--- config.mk ---
export PLATFORM = sky130hd
export DESIGN_NAME = mult_div_unit
export DESIGN_NICKNAME = d
export VERILOG_FILES = /design/src/rtl/mult_div_unit.sv
export SDC_FILE = /design/constraint.sdc
export NUM_CORES = 1
export LEC_CHECK = 0
export BUFFER_PORTS_ARGS = -buffer_cell sky130_fd_sc_hd__buf_2
export CAP_MARGIN = 15
export CELL_PAD_IN_SITES_DETAIL_PLACEMENT = 1
export CELL_PAD_IN_SITES_GLOBAL_PLACEMENT = 2
export CORE_UTILIZATION = 35
export CTS_CLUSTER_DIAMETER = 120
export DETAILED_ROUTE_END_ITERATION = 7
export GPL_ROUTABILITY_DRIVEN = 1
export GPL_TIMING_DRIVEN = 0
export PLACE_DENSITY = 0.8
export SYNTH_ARGS = -nofsm -noshare
export SYNTH_HDL_FRONTEND = slang
export SYNTH_SLANG_ARGS = --single-unit
--- constraint.sdc ---
create_clock -name clk -period 3.5 [get_ports clk]
set_clock_uncertainty 0.15 [all_clocks]
set_input_delay 0.175 -clock clk [delete_from_list [all_inputs] [get_ports clk]]
set_output_delay 0.175 -clock clk [all_outputs]
set_load 0.02 [all_outputs]
--- src/rtl/mult_div_unit.sv ---
// Iterative MULT/MULTU/DIV/DIVU unit writing a 64-bit result into HI/LO.
// Optional macro MULTDIV_DIVZERO_FLAG_EN adds a fast DivZero completion path.
module mult_div_unit #(
  parameter int WIDTH    = 32,
  parameter int CNT_BITS = 6
) (
  input  logic             clk,
  input  logic             rst,
  input  logic             Start,
  input  logic [1:0]       Op,
  input  logic [WIDTH-1:0] OperandA,
  input  logic [WIDTH-1:0] OperandB,
  output logic             Busy,
  output logic             Done,
  output logic [WIDTH-1:0] Hi,
  output logic [WIDTH-1:0] Lo
`ifdef MULTDIV_DIVZERO_FLAG_EN
  ,
  output logic             DivZero
`endif
);

  typedef enum logic [1:0] {IDLE, RUN, FINISH} state_t;

  state_t                state;
  logic [CNT_BITS-1:0]   cnt;
  logic                  fin_ph;
  logic                  is_div;
  logic                  neg_q;
  logic                  neg_r;
  logic                  dz;
  logic [WIDTH-1:0]      a_raw;
  logic [WIDTH-1:0]      mcand;
  logic [2*WIDTH-1:0]    acc;
  logic [2*WIDTH-1:0]    res_p2;

  logic signed [WIDTH-1:0] opa_s;
  logic signed [WIDTH-1:0] opb_s;
  logic                  sa;
  logic                  sb;
  logic                  b_zero;
  logic [WIDTH:0]        add_sum;
  logic [WIDTH:0]        trial;

  function automatic logic [WIDTH-1:0] neg_w(input logic [WIDTH-1:0] v, input logic sgn);
    return sgn ? (~v + WIDTH'(1)) : v;
  endfunction

  function automatic logic [2*WIDTH-1:0] neg_2w(input logic [2*WIDTH-1:0] v, input logic sgn);
    return sgn ? (~v + (2*WIDTH)'(1)) : v;
  endfunction

  always_comb begin
    opa_s   = OperandA;
    opb_s   = OperandB;
    sa      = ~Op[0] & (opa_s < 0);
    sb      = ~Op[0] & (opb_s < 0);
    b_zero  = (OperandB == '0);
    // Multiply: upper half accumulates, multiplier bits shift out of the bottom.
    add_sum = {1'b0, acc[2*WIDTH-1:WIDTH]} + (acc[0] ? {1'b0, mcand} : '0);
    // Divide: upper half is the partial remainder, lower half dividend/quotient.
    trial   = {acc[2*WIDTH-1:WIDTH], acc[WIDTH-1]} - {1'b0, mcand};
  end

  // Datapath: magnitudes, iteration, sign correction (no reset needed)
  always_ff @(posedge clk) begin
    case (state)
      IDLE: begin
        if (Start) begin
          a_raw <= OperandA;
          if (Op[1]) begin
            acc   <= {{WIDTH{1'b0}}, neg_w(OperandA, sa)};
            mcand <= neg_w(OperandB, sb);
          end else begin
            acc   <= {{WIDTH{1'b0}}, neg_w(OperandB, sb)};
            mcand <= neg_w(OperandA, sa);
          end
        end
      end
      RUN: begin
        if (is_div)
          acc <= trial[WIDTH] ? {acc[2*WIDTH-2:0], 1'b0}
                              : {trial[WIDTH-1:0], acc[WIDTH-2:0], 1'b1};
        else
          acc <= {add_sum, acc[WIDTH-1:1]};
      end
      FINISH: begin
        if (!fin_ph) begin
          if (dz)
            res_p2 <= {a_raw, {WIDTH{1'b1}}};
          else if (is_div)
            res_p2 <= {neg_w(acc[2*WIDTH-1:WIDTH], neg_r), neg_w(acc[WIDTH-1:0], neg_q)};
          else
            res_p2 <= neg_2w(acc, neg_q);
        end
      end
      default: ;
    endcase
  end

  // Control and architectural HI/LO
  always_ff @(posedge clk or posedge rst) begin
    if (rst) begin
      state  <= IDLE;
      cnt    <= '0;
      fin_ph <= 1'b0;
      is_div <= 1'b0;
      neg_q  <= 1'b0;
      neg_r  <= 1'b0;
      dz     <= 1'b0;
      Busy   <= 1'b0;
      Done   <= 1'b0;
      Hi     <= '0;
      Lo     <= '0;
`ifdef MULTDIV_DIVZERO_FLAG_EN
      DivZero <= 1'b0;
`endif
    end else begin
      Done <= 1'b0;
`ifdef MULTDIV_DIVZERO_FLAG_EN
      DivZero <= 1'b0;
`endif
      case (state)
        IDLE: begin
          if (Start) begin
            state  <= RUN;
            cnt    <= '0;
            fin_ph <= 1'b0;
            Busy   <= 1'b1;
            is_div <= Op[1];
            neg_q  <= sa ^ sb;
            neg_r  <= sa;
            dz     <= Op[1] & b_zero;
`ifdef MULTDIV_DIVZERO_FLAG_EN
            if (Op[1] && b_zero)
              state <= FINISH;
`endif
          end
        end
        RUN: begin
          cnt <= cnt + CNT_BITS'(1);
          if (cnt == CNT_BITS'(WIDTH - 1))
            state <= FINISH;
        end
        FINISH: begin
          if (!fin_ph) begin
            fin_ph <= 1'b1;
          end else begin
            state <= IDLE;
            Busy  <= 1'b0;
            Done  <= 1'b1;
`ifdef MULTDIV_DIVZERO_FLAG_EN
            if (dz) begin
              DivZero <= 1'b1;
            end else begin
              Hi <= res_p2[2*WIDTH-1:WIDTH];
              Lo <= res_p2[WIDTH-1:0];
            end
`else
            Hi <= res_p2[2*WIDTH-1:WIDTH];
            Lo <= res_p2[WIDTH-1:0];
`endif
          end
        end
        default: state <= IDLE;
      endcase
    end
  end

endmodule

-- Word-level counts from Yosys, hierarchy flattened
Cells that the tools add are included.
Widths: inputs -> output; s select.
- output and inout bits: 66
- flip-flop bits (word level): 271
- input bits: 69
- logic and storage cells: 81
- multiplexer cells: 27
- $lt $le $gt $ge: 2
- reduce and logical (&&, ||, !) cells: 11
- bitwise gates (word level): 11
- equal/unequal tests: 6
- $add $sub $neg: 8
- operators with widths (kind ; count):
    $mux 64 ; 6
    $mux 32 ; 7
    $add 32x1->32 const B ; 4
    $not 32->32 ; 4
    $pmux 64 s2 ; 1
    $add 64x1->64 const B ; 1
    $lt 32x1->1 const B ; 2
    $not 64->64 ; 1
    $add 32x32->33 ; 1
    $sub 33x32->33 ; 1
    $logic_not 32->1 ; 1
    $pmux 6 s2 ; 1
    $reduce_and 2->1 ; 5
    $add 6x1->6 const B ; 1
    $eq 6x5->1 const B ; 1
    $mux 2 ; 3
    $mux 6 ; 1
    $ne 2x2->1 const B ; 3
    $pmux 2 s3 ; 1
    $reduce_and 3->1 ; 2
    $mux 1 ; 5
    $pmux 1 s2 ; 2
    $reduce_bool 2->1 ; 2
    $and 1x1->1 ; 3
    other kinds (5) ; 6

-- Longest topological paths before layout
Gate-level depths: netlist (run 1).
- word-level depth: 6
- mapped depth: 13
- gate-level depth less buffers: 12

-- Worst setup path after synthesis (run 1)
Ideal clock, no wire load.
- path kind: reg-to-reg
- start point: register state[0]
- end point: register res_p2[0], enable pin
- stages on the path, launching flop included: 3
- path buffers: 0
- library setup time: 0.486 ns
- data required time: 2.864 ns
- period minus slack after synthesis: 3.897 ns
- arrival: 3.261 ns
- setup slack: -0.397 ns
- cell sequence: dfrtp_1 -> nand2b_1 -> nor2_1
- word-level cells in the longest chain between the ends: 2
- ends and longest elaborated chain (item ; RTL line ; source):
    start: declaration ; 25 ; state_t state;
    start signal: assignment ; 104 ; state <= IDLE;
    start signal: assignment ; 126 ; state <= RUN;
    start signal: assignment ; 143 ; state <= FINISH;
    $eq 2x2->1 ; 67 ; case (state)
    $reduce_and 2->1 (no source line) ; n/a ;
    end signal: assignment ; 90 ; res_p2 <= {a_raw, {WIDTH{1'b1}}};
    end signal: assignment ; 92 ; res_p2 <= {neg_w(acc[2*WIDTH-1:WIDTH], neg_r), neg_w(acc[WIDTH-1:0], neg_q)};
    end signal: assignment ; 94 ; res_p2 <= neg_2w(acc, neg_q);
    end: declaration ; 35 ; logic [2*WIDTH-1:0] res_p2;
Every way passes these cells.
A chain may end at the register's enable or synchronous reset.

-- Worst setup path after layout (run 1)
- start point: register acc[35]
- end point: register acc[60] (data pin)
- word-level cells in the longest chain between the ends: 4
- elaborated cells between the ends (all ways): 5
- those cells by class: add/sub: 2; mux: 3
- ends and longest elaborated chain (item ; RTL line ; source):
    start: declaration ; 34 ; logic [2*WIDTH-1:0] acc;
    start signal: assignment ; 72 ; acc <= {{WIDTH{1'b0}}, neg_w(OperandA, sa)};
    start signal: assignment ; 75 ; acc <= {{WIDTH{1'b0}}, neg_w(OperandB, sb)};
    start signal: assignment ; 82 ; acc <= trial[WIDTH] ? {acc[2*WIDTH-2:0], 1'b0}
    $sub 33x32->33 ; 62 ; trial = {acc[2*WIDTH-1:WIDTH], acc[WIDTH-1]} - {1'b0, mcand};
    $mux 64 ; 82 ;
    $mux 64 * ; 81 ; if (is_div)
    $pmux 64 s2 * ; 67 ;
Mark *: on every way between the ends. The rest lies on a longest branch, timed or not.

==> flow_metrics.tcl, run 1 <==
set metrics [dict create \
    r2r_end "acc[60]" \
    clock-sinks 271 \
    multiInputGateArea_um2 10000 \
    nNetsFinal 2360 \
    grt.total_usage 0.258 \
    use_met3 0.0480 \
    ys_seq_elements 271 \
    reg2reg_slack_ps 80 \
    numCtsBuffers 31 \
    use_met2 0.398 \
    synth_cell_types 78 \
    final_core_util 0.436 \
    start_util 0.356 \
    drtIter0Drc 1260 \
    critPathKind "reg -> reg" \
    clock_path_buffers 3 \
    die-area_um2 52200 \
    hold_class "in -> reg" \
    num_antenna_cells 0 \
    ff2ff_path_depth 9 \
    wl_per_cell_um 23.6 \
    path_buf_inv 1 \
    final-setup-viol-count 0 \
    max_freq_ghz 0.293 \
    final_common_cell "nand2_1" \
    syn_area_um2 18000 \
    synth-main-ff-cell "edfxtp_1" \
    hold_viol 0 \
    synthArstFlopShare 0.292 \
    grt_max_degree 56 \
    fin_crit_sh 0.977 \
    grt_pass1_vias 16616 \
    netlist_top_cells_area "edfxtp_1 32%, dfrtp_1 11%, nand2_1 7.3%" \
    crit_required_ps 3650 \
    antenna_found_initial 1 \
    yosys_warnings 0 \
    relSlewSlack 0.359 \
    gp_congestion 0.931 \
    io_buffer_count 133 \
    io_pins 135 \
    syn2layout_area_growth_pct 22.2 \
    cts-root-buf "clkbuf_16" \
    cts.clk_slew.worst_paths_ps 60 \
    fillers 5797 \
    holdCritStartpoint "OperandB[10]" \
    slew_violations 0 \
    critPathSlowestCell "edfxtp_1" \
    setup_tns_ps 0 \
    grt.busiest_layer "met2" \
    rsz0062_at_grt "yes" \
    synth_top_area_share 0.321 \
    worstPathMaxFanout 8 \
    min_path_cells 3 \
    clk_latency_ps 590 \
    max_cap_viol_count 0 \
    dr.pass1.iters 5 \
    grt_pass1_wl_um 103000 \
    power.density_nw_per_um2 806 \
    drc 0 \
    cts_max_level 1 \
    antenna_left 0 \
    fin_crit_ps 3420 \
    crit_path_end_kind "flip-flop" \
    die_h_um 229 \
    irDropWorstVdd_mv 0.372 \
    final_layout_size_suffix_gt1_frac 0.161 \
    seq_area_um2 7740 \
    r2r-start "acc[35]" \
    dpl.hpwl_um 53100 \
    tightest_slew_ps 954 \
    overflow 0 \
    syn_nets 2090 \
    cts_tree "yes" \
    status "completed" \
    synth_top_area_cell "edfxtp_1" \
    yosysSeqAreaShare 0.431 \
    min_to "mcand[10]" \
    crit_chain "ha_1 -> a31oi_1 -> a21o_1 -> a21oi_4 -> o211a_2 -> nor2_4 -> buf_4 -> mux2i_2 -> o221ai_1" \
    power_leakage_uw 0.00876 \
    syn_inst 1950 \
    placementRows 82 \
    drt_wl_total_um 68800 \
    routed_via_density 5.59 \
    cp_data_arrival_time_ps 3570 \
    avgSynthCellArea_um2 9.21 \
    die_width_um 229 \
    final_cell_mix "348 x nand2_1, 192 x edfxtp_1, 142 x a21oi_1" \
    start_kind "flip-flop" \
    grt_util_met1 0.365 \
    core_region_area_um2 50400 \
    synth-edff-count 192 \
    cp_slowest_stage_delay_ps 600 \
    vias 16306 \
    critical_path.top_delay_family "compound AO/OA/AOI/OAI gates" \
]
-- where the power goes --
group          switching, uW  leakage [uW]  internal, uW  total [uW]
clock                   1380      0.000467          1760        3130
sequential               933       0.00277          4320        5260
combinational           5510       0.00551          3780        9290
total                   7820       0.00876          9860       17700
-- metal layers --
metal / part of all wire / vias up
li1: - / 7557
met5: 0.00019 / -
met1: 0.46 / 8131
met2: 0.45 / 509
met4: 0.032 / 2
met3: 0.060 / 107
-- how the worst max path moves through the flow --
| stage | start | end | slack, ps | cells after the start |
|---|---|---|---|---|
| after floorplan | acc[0] | acc[61] | 70 | 13 |
| after global placement | acc[0] | acc[61] | -1290 | 13 |
| after detailed placement | acc[0] | acc[61] | -1280 | 13 |
| after CTS | acc[31] | acc[60] | -9 | 12 |
| after global routing | acc[5] | res_p2[59] | -9 | 9 |
| final | acc[35] | acc[60] | 80 | 9 |
-- tightest hold or removal path: stages --
cell,delay [ps]
buf_2,150
xnor2_1,150
mux2i_1,140
-- synth_stat cells (all sizes together), types with 9 or more instances --
| cell type | number |
|---|---|
| dfrtp | 79 |
| o21a | 12 |
| o41ai | 17 |
| and3 | 11 |
| mux2 | 17 |
| clkbuf | 79 |
| buf | 15 |
| a31oi | 23 |
| nor4 | 19 |
| mux2i | 80 |
| a21o | 28 |
| nand3 | 30 |
| nand2 | 350 |
| o211ai | 11 |
| xor2 | 83 |
| or4 | 17 |
| a21boi | 9 |
| a21oi | 153 |
| a211oi | 13 |
| edfxtp | 192 |
| nand4 | 17 |
| ha | 69 |
| o31ai | 21 |
| xnor2 | 89 |
| o22ai | 12 |
| nor3 | 33 |
| nor2b | 19 |
| o21ai | 142 |
| or3 | 10 |
| nand2b | 16 |
| nor2 | 135 |
| inv | 68 |
-- registers in the layout, indices dropped and copies added, names as in the netlist --
name and flops:
Busy 1, Done 1, Hi 32, Lo 32
a_raw 32, acc 64, cnt 6, dz 1
fin_ph 1, is_div 1, mcand 32, neg_q 1
neg_r 1, res_p2 64, state 2
-- layout make-up --
type,count,share of cell area
multi-input combinational,1517,0.458
buffer,88,0.0181
inverter,68,0.0119
clock inverter,9,0.00314
sequential,271,0.353
clock buffer,48,0.0406
tap,672,0.0383
timing repair buffer,243,0.0774
-- stage by stage --
stage | worst slack, ps | instances | power (uW) | cell area, um2 | hold slack, ps
floorplan | 66.8 | 1950 | 10500 | 18000 | 121
global placement | -1290 | 2755 | 13000 | 19500 | 254
detailed placement | -1280 | 2759 | 13200 | 19600 | 94.9
CTS | -9.15 | 2889 | 16900 | 21400 | 0.331
global route | -9.08 | 2916 | 18600 | 21900 | 14.8
finish | 82.2 | 2916 | 17700 | 21900 | 1.13
-- cell families after synthesis --
family	after synthesis	synth area share
compound gates	491	0.169
xor+xnor	172	0.0839
fa+ha+maj	71	0.0503
buf+inv	162	0.0344
flops	271	0.431
mux	97	0.0552
simple gates	686	0.176
-- what timing repair did --
item / CTS / global route
hold buffers: 54 / 0
gates resized for setup: 53 / 75
hold endpoints to repair: 141 / 0
pin swaps: 12 / 16
gates cloned: 0 / 0
endpoints found under the setup margin: 56 / 54
setup buffers: 19 / 33
Note: power is estimated with default switching activity, not from simulation.
==> inputs of run 2 (changes only) <==
--- a/config.mk
+++ b/config.mk
@@ -9,11 +9,13 @@
 export CAP_MARGIN = 15
 export CELL_PAD_IN_SITES_DETAIL_PLACEMENT = 1
 export CELL_PAD_IN_SITES_GLOBAL_PLACEMENT = 2
+export CORE_ASPECT_RATIO = 1.25
 export CORE_UTILIZATION = 35
 export CTS_CLUSTER_DIAMETER = 120
 export DETAILED_ROUTE_END_ITERATION = 7
 export GPL_ROUTABILITY_DRIVEN = 1
 export GPL_TIMING_DRIVEN = 0
+export HOLD_SLACK_MARGIN = 0.12
 export PLACE_DENSITY = 0.8
 export SYNTH_ARGS = -nofsm -noshare
 export SYNTH_HDL_FRONTEND = slang
==> flow_metrics.tcl, run 2 (synthesis gave the netlist of run 1 again) <==
set metrics [dict create \
    top_layer "met5" \
    hold_viol 0 \
    routed_via_density 5.58 \
    final_core_util 0.437 \
    nNetsFinal 2369 \
    io_buffer_count 133 \
    wl_per_cell_um 23.2 \
    fillers 5855 \
    dp.cells 2745 \
    fin_crit_ps 3420 \
    vias 16234 \
    numCtsBuffers 29 \
    slew_violations 0 \
    grt_max_degree 51 \
    grt_pass1_wl_um 100000 \
    final-setup-viol-count 0 \
    critPathKind "reg -> reg" \
    cts_max_level 1 \
    cts.clk_slew.worst_paths_ps 60 \
    final_layout_size_suffix_gt1_frac 0.159 \
    power.density_nw_per_um2 792 \
    dpl.hpwl_um 52300 \
    route.layer.met1.wl_um 29100 \
    relSlewSlack 0.375 \
    cts-root-buf "clkbuf_16" \
    final_cell_area_um2 22100 \
    worstPathMaxFanout 10 \
    cts_tree "yes" \
    max_freq_ghz 0.292 \
    io_pins 135 \
    die_h_um 255 \
    crit_path_end_kind "flip-flop" \
    largest_registers "acc (64), res_p2 (64)" \
    grt.total_usage 0.254 \
    antenna_found_initial 4 \
    status "completed" \
    power_leakage_uw 0.00882 \
    clock-sinks 271 \
    gp_congestion 0.935 \
    dr.pass1.iters 5 \
    clk_latency_ps 600 \
    fin_crit_sh 0.978 \
    fin_hold_ws_ps 146 \
    drt_wl_total_um 67400 \
    overflow 0 \
    cp_data_arrival_time_ps 3570 \
    place_area_um2 19600 \
    wl_met2_um 31800 \
    final_cell_mix "349 x nand2_1, 192 x edfxtp_1, 144 x a21oi_1" \
    die_width_um 205 \
    drtIter0Drc 1198 \
    core_region_area_um2 50500 \
    antenna_left 0 \
    max_cap_viol_count 0 \
    tightest_slew_ps 938 \
    start_kind "flip-flop" \
    met3_length_um 3550 \
    rsz0062_at_grt "yes" \
    syn2layout_area_growth_pct 22.8 \
    clock_path_buffers 3 \
    placementRows 92 \
    final_common_cell "nand2_1" \
    grt_pass1_vias 16611 \
    drc 0 \
    irDropWorstVdd_mv 0.373 \
    hold_class "in -> reg" \
    die-area_um2 52200 \
    start_util 0.355 \
    crit_required_ps 3650 \
    final_cells 2910 \
]
-- run 2: metal layers --
metal  GRT usage  vias up
li1            -     7583
met1       0.334     8023
met2       0.416      492
met3      0.0346      132
met4       0.113        4
met5           0        -
-- run 2: final timing paths --
kind                            cells past startpoint          from  slack [ps]   endpoint
worst max-delay path                               12        acc[0]          80    acc[60]
worst min-delay path                                3  OperandB[10]         150  mcand[10]
worst max register to register                     12        acc[0]          80    acc[60]
worst min register to register                      2    res_p2[22]         290     Lo[22]
max in group asynchronous                           5           rst        1980     Hi[13]
min in group asynchronous                           4           rst         620      Lo[7]
-- run 2: report_power, final --
group,internal (uW),switching (uW),total (uW)
registers,4320,817,5140
logic,3690,5410,9100
clock network,1860,1380,3240
total,9870,7610,17500
-- run 2: layout make-up --
type,instances,area [um2],share of cell area
buffer,88,389,0.0176
clock buffer,39,813,0.0369
antenna,1,2.50,0.000113
sequential,271,7740,0.351
multi-input combinational,1517,10000,0.455
clock inverter,14,173,0.00783
tap,658,823,0.0373
inverter,68,260,0.0118
timing repair buffer,254,1830,0.0828
-- run 2: worst max-delay path: stages, from the launching register on --
cell	delay, ps
edfxtp_1	440
inv_2	140
buf_6	160
nor2_1	50
ha_1	360
a21o_1	240
a2111o_1	460
o221ai_4	280
o21ai_2	120
a31oi_2	320
nor4b_2	110
mux2i_1	170
o221ai_1	130
-- run 2: repair_timing --
| item | 4_1_cts | 5_1_grt |
|---|---|---|
| buffers inserted | 20 | 27 |
| gates cloned | 0 | 0 |
| resized for setup | 66 | 55 |
| pin swaps | 10 | 14 |
| hold buffers | 70 | 0 |
| endpoints found under the hold margin | 176 | 0 |
| endpoints found under the setup margin | 59 | 59 |
-- run 2: through the flow --
| stage | worst slack [ps] | TNS, ps | total power [uW] |
|---|---|---|---|
| 2_1_floorplan | 66.8 | 0 | 10500 |
| 3_3_place_gp | -1300 | -53860 | 12900 |
| 3_5_place_dp | -1430 | -53350 | 13100 |
| 4_1_cts | -1.92 | -2.66 | 17000 |
| 5_1_grt | -70.6 | -109 | 18400 |
| 6_report | 78.0 | 0 | 17500 |
